<file path="config.mk">
export PLATFORM = sky130hd
export DESIGN_NAME = aes_iter_cipher
export DESIGN_NICKNAME = d
export VERILOG_FILES = /design/src/rtl/aes_pkg.sv /design/src/rtl/aes_iter_cipher_round.sv /design/src/rtl/aes_iter_cipher.sv
export SDC_FILE = /design/constraint.sdc
export NUM_CORES = 2
export LEC_CHECK = 0
export CAP_MARGIN = 20
export CORE_AREA = 2 2 648 650
export DETAILED_ROUTE_END_ITERATION = 6
export DIE_AREA = 0 0 650 652
export SYNTH_ARGS = -nofsm -noshare
export SYNTH_HDL_FRONTEND = slang
export SYNTH_HIERARCHICAL = 1
export SYNTH_SLANG_ARGS = --single-unit
</file>
<file path="constraint.sdc">
create_clock -name clk -period 6.75 [get_ports clk]
set_clock_uncertainty 0.05 [all_clocks]
set_input_delay 1.35 -clock clk [delete_from_list [all_inputs] [get_ports clk]]
set_output_delay 1.35 -clock clk [all_outputs]
set_load 0.05 [all_outputs]
</file>
<file path="src/rtl/aes_pkg.sv">
// Shared types and GF(2^8) helpers for the iterative AES-128 encryption core.
package aes_pkg;

  typedef enum logic [1:0] {
    IDLE  = 2'd0,
    ROUND = 2'd1,
    DONE  = 2'd2
  } state_e;

  localparam int CNT_W = 4;

  // Forward S-box, row-major: entry 0 is the most significant byte.
  localparam logic [0:255][7:0] SBOX_TBL = {
    128'h637c777bf26b6fc53001672bfed7ab76,
    128'hca82c97dfa5947f0add4a2af9ca472c0,
    128'hb7fd9326363ff7cc34a5e5f171d83115,
    128'h04c723c31896059a071280e2eb27b275,
    128'h09832c1a1b6e5aa0523bd6b329e32f84,
    128'h53d100ed20fcb15b6acbbe394a4c58cf,
    128'hd0efaafb434d338545f9027f503c9fa8,
    128'h51a3408f929d38f5bcb6da2110fff3d2,
    128'hcd0c13ec5f974417c4a77e3d645d1973,
    128'h60814fdc222a908846eeb814de5e0bdb,
    128'he0323a0a4906245cc2d3ac629195e479,
    128'he7c8376d8dd54ea96c56f4ea657aae08,
    128'hba78252e1ca6b4c6e8dd741f4bbd8b8a,
    128'h703eb5664803f60e613557b986c11d9e,
    128'he1f8981169d98e949b1e87e9ce5528df,
    128'h8ca1890dbfe6426841992d0fb054bb16
  };

  function automatic logic [7:0] sbox(input logic [7:0] b);
    return SBOX_TBL[b];
  endfunction

  function automatic logic [7:0] xtime(input logic [7:0] b);
    return {b[6:0], 1'b0} ^ (b[7] ? 8'h1b : 8'h00);
  endfunction

  // Column bytes a0..a3 run from MSB to LSB.
  function automatic logic [31:0] mix_column(input logic [31:0] col);
    logic [7:0] a0, a1, a2, a3;
    {a0, a1, a2, a3} = col;
    return {xtime(a0) ^ xtime(a1) ^ a1 ^ a2 ^ a3,
            a0 ^ xtime(a1) ^ xtime(a2) ^ a2 ^ a3,
            a0 ^ a1 ^ xtime(a2) ^ xtime(a3) ^ a3,
            xtime(a0) ^ a0 ^ a1 ^ a2 ^ xtime(a3)};
  endfunction

endpackage

</file>
<file path="src/rtl/aes_iter_cipher_round.sv">
// One combinational AES encryption round: SubBytes, ShiftRows, optional
// MixColumns, AddRoundKey.
module aes_round
  import aes_pkg::*;
(
  input  logic [127:0] state_in,
  input  logic [127:0] round_key,
  input  logic         last_round,
  output logic [127:0] state_out
);

  logic [7:0]   sub_b [16];
  logic [127:0] shifted;
  logic [127:0] mixed;

  always_comb begin
    for (int i = 0; i < 16; i++) begin
      sub_b[i] = sbox(state_in[127-8*i -: 8]);
    end
  end

  // Byte index is row + 4*col; row r takes its byte from column c+r.
  always_comb begin
    shifted = '0;
    for (int c = 0; c < 4; c++) begin
      for (int r = 0; r < 4; r++) begin
        shifted[127-8*(r+4*c) -: 8] = sub_b[r + 4*((c+r)%4)];
      end
    end
  end

  always_comb begin
    mixed = '0;
    for (int c = 0; c < 4; c++) begin
      mixed[127-32*c -: 32] = mix_column(shifted[127-32*c -: 32]);
    end
  end

  assign state_out = (last_round ? shifted : mixed) ^ round_key;

endmodule

</file>
<file path="src/rtl/aes_iter_cipher.sv">
// Iterative AES-128 encryptor: one round per clock using round keys from the
// key-expansion W bus, valid/ready in and out.
module aes_iter_cipher
  import aes_pkg::*;
#(
  parameter int DATA_W    = 128,
  parameter int KEY_L     = 128,
  parameter int NO_ROUNDS = 10
) (
  input  logic                        clk,
  input  logic                        reset,
  input  logic [KEY_L-1:0]            cipher_key,
  input  logic [NO_ROUNDS*DATA_W-1:0] W,
  input  logic                        key_valid,
  input  logic                        key_invalidate,
  input  logic                        in_valid,
  output logic                        in_ready,
  input  logic [DATA_W-1:0]           plain_text,
  output logic                        out_valid,
  input  logic                        out_ready,
  output logic [DATA_W-1:0]           cipher_text,
  output logic                        busy,
  output logic                        abort
);

  // state | meaning
  // IDLE  | waiting for plaintext; accepts only while keys_ok
  // ROUND | applying round round_cnt on each edge
  // DONE  | cipher_text presented until out_ready

  state_e            state, state_nxt;
  logic [CNT_W-1:0]  round_cnt;
  logic [DATA_W-1:0] st, round_out, round_key;
  logic              keys_ok, accept, kill, finish, last_round;

  assign last_round = (round_cnt == CNT_W'(NO_ROUNDS));

  always_comb begin
    round_key = '0;
    for (int k = 1; k <= NO_ROUNDS; k++) begin
      if (round_cnt == CNT_W'(k)) round_key = W[(NO_ROUNDS-k)*DATA_W +: DATA_W];
    end
  end

  aes_round u_round (
    .state_in   (st),
    .round_key  (round_key),
    .last_round (last_round),
    .state_out  (round_out)
  );

  always_ff @(posedge clk) begin
    if (!reset) state <= IDLE;
    else        state <= state_nxt;
  end

  always_comb begin
    state_nxt = state;
    accept    = 1'b0;
    kill      = 1'b0;
    finish    = 1'b0;
    in_ready  = 1'b0;
    out_valid = 1'b0;
    busy      = 1'b0;
    unique case (state)
      IDLE: begin
        in_ready = keys_ok & ~key_invalidate;
        accept   = in_valid & in_ready;
        if (accept) state_nxt = ROUND;
      end
      ROUND: begin
        busy = 1'b1;
        if (key_invalidate) begin
          kill      = 1'b1;
          state_nxt = IDLE;
        end else if (last_round) begin
          finish    = 1'b1;
          state_nxt = DONE;
        end
      end
      DONE: begin
        busy      = 1'b1;
        out_valid = 1'b1;
        // A key change must not let a stale ciphertext complete its handshake.
        if (key_invalidate) begin
          kill      = 1'b1;
          state_nxt = IDLE;
        end else if (out_ready) begin
          state_nxt = IDLE;
        end
      end
      default: state_nxt = IDLE;
    endcase
  end

  always_ff @(posedge clk) begin
    if (!reset) begin
      keys_ok     <= 1'b0;
      round_cnt   <= '0;
      st          <= '0;
      cipher_text <= '0;
      abort       <= 1'b0;
    end else begin
      abort <= kill;
      if (key_invalidate) keys_ok <= 1'b0;
      else if (key_valid) keys_ok <= 1'b1;

      if (kill) begin
        cipher_text <= '0;
        round_cnt   <= '0;
      end else if (accept) begin
        st        <= plain_text ^ cipher_key;
        round_cnt <= CNT_W'(1);
      end else if (state == ROUND) begin
        st <= round_out;
        if (finish) cipher_text <= round_out;
        else        round_cnt   <= round_cnt + CNT_W'(1);
      end
    end
  end

endmodule

</file>
Word-level counts from Yosys, hierarchy flattened
Memory sizes are Yosys's and may differ from the RTL's.
Cells that the tools add are included.
{"block": "totals", "regBits": 264, "mem_bits_ro": 32768, "inputBits": 1542, "output_inout_bits": 132, "word_cells": 251, "n_memories": 16}
{"block": "op_classes", "n_addsub": 1, "n_lt_le_gt_ge": 16, "eq_ne": 16, "n_mux": 79, "bitwise_logic": 105, "n_reduce_logical": 11}
{"memory": "(name not given)", "depth": 256, "width": 8, "rd": 1, "rd_ports_with_merged_regs": 0, "write_ports": 0, "line_no": "aes_pkg.sv:33", "rtl": "return SBOX_TBL[b];"}
{"memory": "(name not given)", "depth": 256, "width": 8, "rd": 1, "rd_ports_with_merged_regs": 0, "write_ports": 0, "line_no": "aes_pkg.sv:33"}
{"memory": "(name not given)", "depth": 256, "width": 8, "rd": 1, "rd_ports_with_merged_regs": 0, "write_ports": 0, "line_no": "aes_pkg.sv:33"}
{"memory": "(name not given)", "depth": 256, "width": 8, "rd": 1, "rd_ports_with_merged_regs": 0, "write_ports": 0, "line_no": "aes_pkg.sv:33"}
{"memory": "(name not given)", "depth": 256, "width": 8, "rd": 1, "rd_ports_with_merged_regs": 0, "write_ports": 0, "line_no": "aes_pkg.sv:33"}
{"memory": "(name not given)", "depth": 256, "width": 8, "rd": 1, "rd_ports_with_merged_regs": 0, "write_ports": 0, "line_no": "aes_pkg.sv:33"}
{"memory": "+10 memories"}
{"operator": "128-bit 2-to-1 mux", "n": 13}
{"operator": "8-bit bitwise XOR", "n": 80}
{"operator": "8-bit 2-to-1 mux", "n": 32}
{"operator": "128-bit bitwise XOR", "n": 2}
{"operator": "9-bit greater-or-equal comparator, second input constant", "n": 16}
{"operator": "8-bit NOT with 9-bit output", "n": 16}
{"operator": "5-bit 2-to-1 mux", "n": 16}
{"operator": "4-bit by 3-bit equality test with 1-bit output, second input constant", "n": 4}
{"operator": "4-bit equality test, second input constant", "n": 3}
{"operator": "1-bit 2-to-1 mux", "n": 12}
{"operator": "2-bit 2-to-1 mux", "n": 5}
{"operator": "4-bit by 2-bit equality test with 1-bit output, second input constant", "n": 2}
{"operator": "2-bit case mux with 3 select lines", "n": 1}
{"operator": "2-bit AND reduction", "n": 3}
{"operator": "3-bit AND reduction", "n": 2}
{"operator": "2-bit OR reduction", "n": 3}
{"operator": "1-bit NOT", "n": 5}
{"operator": "4-bit by 1-bit adder with 4-bit output, second input constant", "n": 1}
{"operator": "4-bit by 1-bit equality test with 1-bit output, second input constant", "n": 1}
{"operator": "2-bit inequality test, second input constant", "n": 2}
{"operator": "3-bit by 2-bit inequality test with 1-bit output, second input constant", "n": 1}
{"operator": "3-bit inequality test, second input constant", "n": 1}
{"operator": "3-bit OR reduction", "n": 1}
{"operator": "1-bit AND", "n": 2}
{"operator": "4 further kinds", "n": 4}

Logic depth before layout (Yosys ltp)
{"block": "depth", "word_depth": 14, "mapped_depth": 19, "depth_no_buf": 14}

Hierarchy
The synthesis kept the hierarchy.
{"mod": "aes_round", "n_inst": 1, "cells_per_inst": 9391, "area_each_um2": 62515.0, "seq_area_each_um2": 0.0}
{"mod": "aes_iter_cipher", "n_inst": 1, "cells_per_inst": 3005, "area_each_um2": 21999.8, "seq_area_each_um2": 5285.1}

Least setup slack after synthesis
Ideal clock, no wire load.
{"block": "synth_timing", "path_kind": "reg2reg", "from": "reg st[121]", "to": "reg st[97]", "setup_time_ns": 0.074, "arrival_time_ns": 4.429, "required_time_ns": 6.626, "setup_slack_ns": 2.197, "path_stages_with_launch": 19, "n_path_buf": 4, "synth_period_minus_slack_ns": 4.553, "cell_sequence": "dfxtp_1 > clkbuf_1 > clkbuf_1 > buf_1 > inv_1 > ha_1 > clkbuf_1 > nand2b_1 > a311oi_1 > o21ai_0 > a32oi_1 > nand4_1 > xor2_1 > xor2_1 > xnor3_1 > a21oi_1 > xnor2_1 > a31oi_1 > o21ai_0"}
{"block": "synth_via", "elab_chain_cells": 14}
{"item": "start, declared", "line_no": "aes_iter_cipher.sv:33", "rtl": "logic [DATA_W-1:0] st, round_out, round_key;"}
{"item": "start signal, assigned", "line_no": "aes_iter_cipher.sv:112", "rtl": "st <= plain_text ^ cipher_key;"}
{"item": "start signal, assigned", "line_no": "aes_iter_cipher.sv:115", "rtl": "st <= round_out;"}
{"item": "8-bit NOT with 9-bit output (not written as such) *", "line_no": "aes_pkg.sv:33"}
{"item": "memory read 256 x 8 bit *"}
{"item": "8-bit 2-to-1 mux (not written as such) * (2 in series)", "line_no": "aes_pkg.sv:33"}
{"item": "5-bit 2-to-1 mux", "line_no": "aes_pkg.sv:37", "rtl": "return {b[6:0], 1'b0} ^ (b[7] ? 8'h1b : 8'h00);"}
{"item": "8-bit bitwise XOR", "line_no": "aes_pkg.sv:37"}
{"item": "8-bit bitwise XOR * (4 in series)", "line_no": "aes_pkg.sv:47", "rtl": "xtime(a0) ^ a0 ^ a1 ^ a2 ^ xtime(a3)};"}
{"item": "128-bit 2-to-1 mux *", "line_no": "aes_iter_cipher_round.sv:39", "rtl": "assign state_out = (last_round ? shifted : mixed) ^ round_key;"}
{"item": "128-bit bitwise XOR *", "line_no": "aes_iter_cipher_round.sv:39"}
{"item": "via round_out[97]", "line_no": "aes_iter_cipher.sv:33"}
{"item": "128-bit 2-to-1 mux *", "line_no": "aes_iter_cipher.sv:114", "rtl": "end else if (state == ROUND) begin"}
{"item": "128-bit 2-to-1 mux *", "line_no": "aes_iter_cipher.sv:111", "rtl": "end else if (accept) begin"}
Mark *: on every way through the listed nets, which the timed path passes. The rest lies on a longest branch. The select of a mux whose other input is x is not followed.
A chain may end at the register's enable or synchronous reset.

Worst setup path after layout
{"block": "layout_timing", "from": "reg st[43]", "to": "reg st[99]"}
{"block": "layout_via", "elab_chain_cells": 10}
{"item": "8-bit NOT with 9-bit output (not written as such)", "line_no": "aes_pkg.sv:33"}
{"item": "memory read 256 x 8 bit"}
{"item": "8-bit 2-to-1 mux (not written as such) (2 in series)", "line_no": "aes_pkg.sv:33"}
{"item": "8-bit bitwise XOR (2 in series)", "line_no": "aes_pkg.sv:47"}
{"item": "128-bit 2-to-1 mux", "line_no": "aes_iter_cipher_round.sv:39"}
{"item": "128-bit bitwise XOR", "line_no": "aes_iter_cipher_round.sv:39"}
{"item": "via round_out[99]", "line_no": "aes_iter_cipher.sv:33"}
{"item": "128-bit 2-to-1 mux", "line_no": "aes_iter_cipher.sv:114"}
{"item": "128-bit 2-to-1 mux", "line_no": "aes_iter_cipher.sv:111"}
The timed path passes the listed nets, and every way through them passes these cells. The select of a mux whose other input is x is not followed.

==> results.md <==
* Setup crit end kind: flip-flop
* Post-Route WL at 789000 µm
* Initial DRC count at 20416
* Register-to-register setup slack at 0.85 ns
* Slew Viols, Final at 0
* FFs w/ async S/R, synth at 0%
* CTS Hold Bufs at 0
* DRC errors left at 2
* Ys flop type: dfxtp_1
* Slew of the pin with the lowest slew margin at 1.29 ns
* Endpoints failing hold at 0
* Setup Viol. Count Final at 0
* Leak at 0.0360 µW
* Logic pwr share at 86.0%
* DR vias at 119209
* Critical path class: flip-flop to flip-flop
* Max_slew headroom at 13.4%
* Peak supply drop at 330 µV
* Post-CTS Setup Bufs at 0
* CTS Buffer Depth at 3
* CORE AREA at 416000 µm²
* Die area at 424000 µm²
* Net switching power at 19600 µW
* Pin count of the biggest net entering global routing at 143
* I/O Pins at 1674
* Startpoint Class: flip-flop
* Setup tns final at 0 ns
* Htree depth at 2
* Max Clock Freq at 169 MHz
* Syn Nets at 14168
* FF-to-FF Start: st[43]
* Number of max-cap violations at 0
* Synth warnings at 6
* Register area at 5400 µm²
* Worst-path clk slew at 0.07 ns
* Cell count after synthesis at 12396
* CTS tree: done
* CP arrival at 6.47 ns
* Vias in the first global route at 107961
* Area Growth Syn to Fin at 29.0%
* Post-synth cell types at 128
* Net count, final at 15048
* Row cnt at 237
* Critical Path RT at 7.32 ns
* Internal power at 14000 µW
* Routed Antenna Nets at 0
* PD cells at 309 nW/µm²
* Worst Path Max Fanout at 44
* Die Y at 652 µm
* Core Util, Final at 26.2%
* Drt pass-1 iters at 7
* Failing checks: DRC
* Global-route wire length before repair at 1030000 µm
* Clock share of power at 7.7%
* Routability Congestion at 1.08
* Setup crit end: st[99]
* Grt ovf at 0
* Critical path origin: st[43]
* Worst Hold Class: flip-flop to flip-flop
* Status: finished, violations left
* Final Critical Period at 5.90 ns
* Clk_lat worst skew at 0.76 ns
* Sink Count at 264
* Post-CTS Resized at 0
* Synth Cell Area at 84500 µm²
* Chip width at 650 µm
* DP HPWL at 629000 µm
* Routed vias/inst at 6.27
* CTS root buf: clkbuf_16
* Reg-to-reg endpoint: st[99]
* Crit share post-route at 87.5%
* Sw Share at 58.3%
* Area of the multi-input gates at 71800 µm²
* EDFF count, synth at 0
* Share of cells above drive strength 1 at 9.53%
* Worst Reg-to-Reg Cells at 15
* Post-synthesis register bit count at 264
* Num CTS Buffers at 43
* Register area share after synthesis at 6.25%
* Port bufs at 1673
* Initial core utilization at 20.3%
* Antenna violations before repair at 272
* Post-Syn Area per Cell at 6.82 µm²
* DR WL/cell at 41.5 µm
* RSZ-0062 raised after global routing: no
* GR Util All Layers at 35.0%
* Seq pwr share at 6.3%
* Fill cell count at 46496
[metrics by stage]
| stage | cell area, µm² | cells | hold WS (ns) | setup slack [ns] | total power [µW] |
|---|---|---|---|---|---|
| 6_report | 109000 | 19024 | 0.403 | 0.847 | 33600 |
| 5_1_grt | 109000 | 18929 | 0.421 | 0.772 | 34400 |
| 4_1_cts | 108000 | 18799 | 0.405 | 1.00 | 32400 |
| 3_5_place_dp | 107000 | 18721 | 0.397 | 1.01 | 29700 |
| 3_3_place_gp | 107000 | 18719 | 0.389 | 0.935 | 30000 |
| 2_1_floorplan | 84500 | 12396 | 0.370 | 2.20 | 17400 |
[critical path, cell delays in order, from the launching register on]
cell and delay, ns:
dfxtp_2 1.03, buf_12 0.31, nor2b_1 0.77, nor4_1 0.19, a311oi_1 0.52, a32oi_1 0.26, a22oi_1 0.60, xor2_1 0.16
xnor2_1 0.18, xnor2_1 0.17, mux2i_1 0.49, buf_4 0.28, xor2_1 0.18, buf_4 0.20, a31oi_1 0.10, o21ai_0 0.17
[synth_stat cells (159+ instances only)]
cell,instances,area (µm²)
nor3_1,315,1580
xor2_1,159,1390
nand2b_1,659,4120
a311oi_1,162,1420
a31oi_1,460,2880
a211oi_1,193,1450
a21oi_1,899,4500
ha_1,230,2880
dfxtp_1,264,5290
nand2_1,1203,4520
xnor2_1,377,3300
a221o_1,408,4080
nor2_1,774,2910
o211ai_1,322,2420
clkbuf_1,743,2790
o221ai_1,196,1720
nor2b_1,336,2100
mux2i_1,175,1750
o21ai_0,749,3750
nand3_1,437,2190
o311ai_0,172,1510
buf_2,509,2550
[kinds of logic (layout without fill, tap and decap cells)]
kind of cell	Yosys count	after routing	synth area share, %
AND/OR/NAND/NOR	4409	4409	26.1
buffers and inverters	1680	2593	8.98
other	0	218	0
adder cells (fa/ha/maj)	230	230	3.41
multiplexers	364	364	6.36
flip-flops	264	264	6.25
XOR/XNOR	638	638	8.15
AO/OA/AOI/OAI	4811	4811	40.7
[worst min path at each step]
stage,start,to,cells past startpoint
after floorplan,st[20],st[20],2
after global placement,st[63],st[63],2
after detailed placement,st[63],st[63],2
after CTS,cipher_text[30],cipher_text[30],2
after global routing,cipher_text[49],cipher_text[49],2
final,st[77],st[77],2
[registers in the layout, indices dropped and copies added, names as in the netlist]
signal / cells
keys_ok: 1
st: 128
cipher_text: 128
round_cnt: 4
abort: 1
state: 2
[power groups by stage]
stage / clock [µW] / sequential (µW) / combinational [µW]
finish: 2590 / 2120 / 28900
global placement: 0 / 2150 / 27800
CTS: 2620 / 2100 / 27700
detailed placement: 0 / 2140 / 27500
global route: 2670 / 2140 / 29600
floorplan: 0 / 1770 / 15600
[cell usage in the layout, fill, tap and decap left out, types with 193 or more instances in the layout]
cell type / Yosys / final
a211oi_1: 193 / 193
a21oi_1: 899 / 899
a221o_1: 408 / 408
a31oi_1: 460 / 460
buf_4: 89 / 610
clkdlybuf4s50_1: 0 / 1672
dfxtp_1: 264 / 209
diode_2: 0 / 218
ha_1: 230 / 225
nand2_1: 1203 / 1202
nand2b_1: 659 / 658
nand3_1: 437 / 436
nor2_1: 774 / 774
nor2b_1: 336 / 333
nor3_1: 315 / 315
o211ai_1: 322 / 322
o21ai_0: 749 / 748
o221ai_1: 196 / 196
xnor2_1: 377 / 373
[per-layer routing]
layer  vias to the layer above  part of all wire, %  GRT usage, %
li1                      49341                    -             -
met1                     58617                   39          43.6
met2                      9434                   40          50.1
met3                      1679                   13          14.0
met4                       138                  7.5          21.5
met5                         -                 0.11             0
[final cells by class]
type                       count  share of cell area [%]
tap                         5497                    6.31
sequential                   264                    4.96
clock inverter                27                   0.286
timing repair buffer        2325                    20.3
clock buffer                  51                    1.07
antenna                      218                   0.500
multi-input combinational  10452                    65.9
inverter                     190                   0.661
No activity file was read; power rests on OpenSTA's default activity.
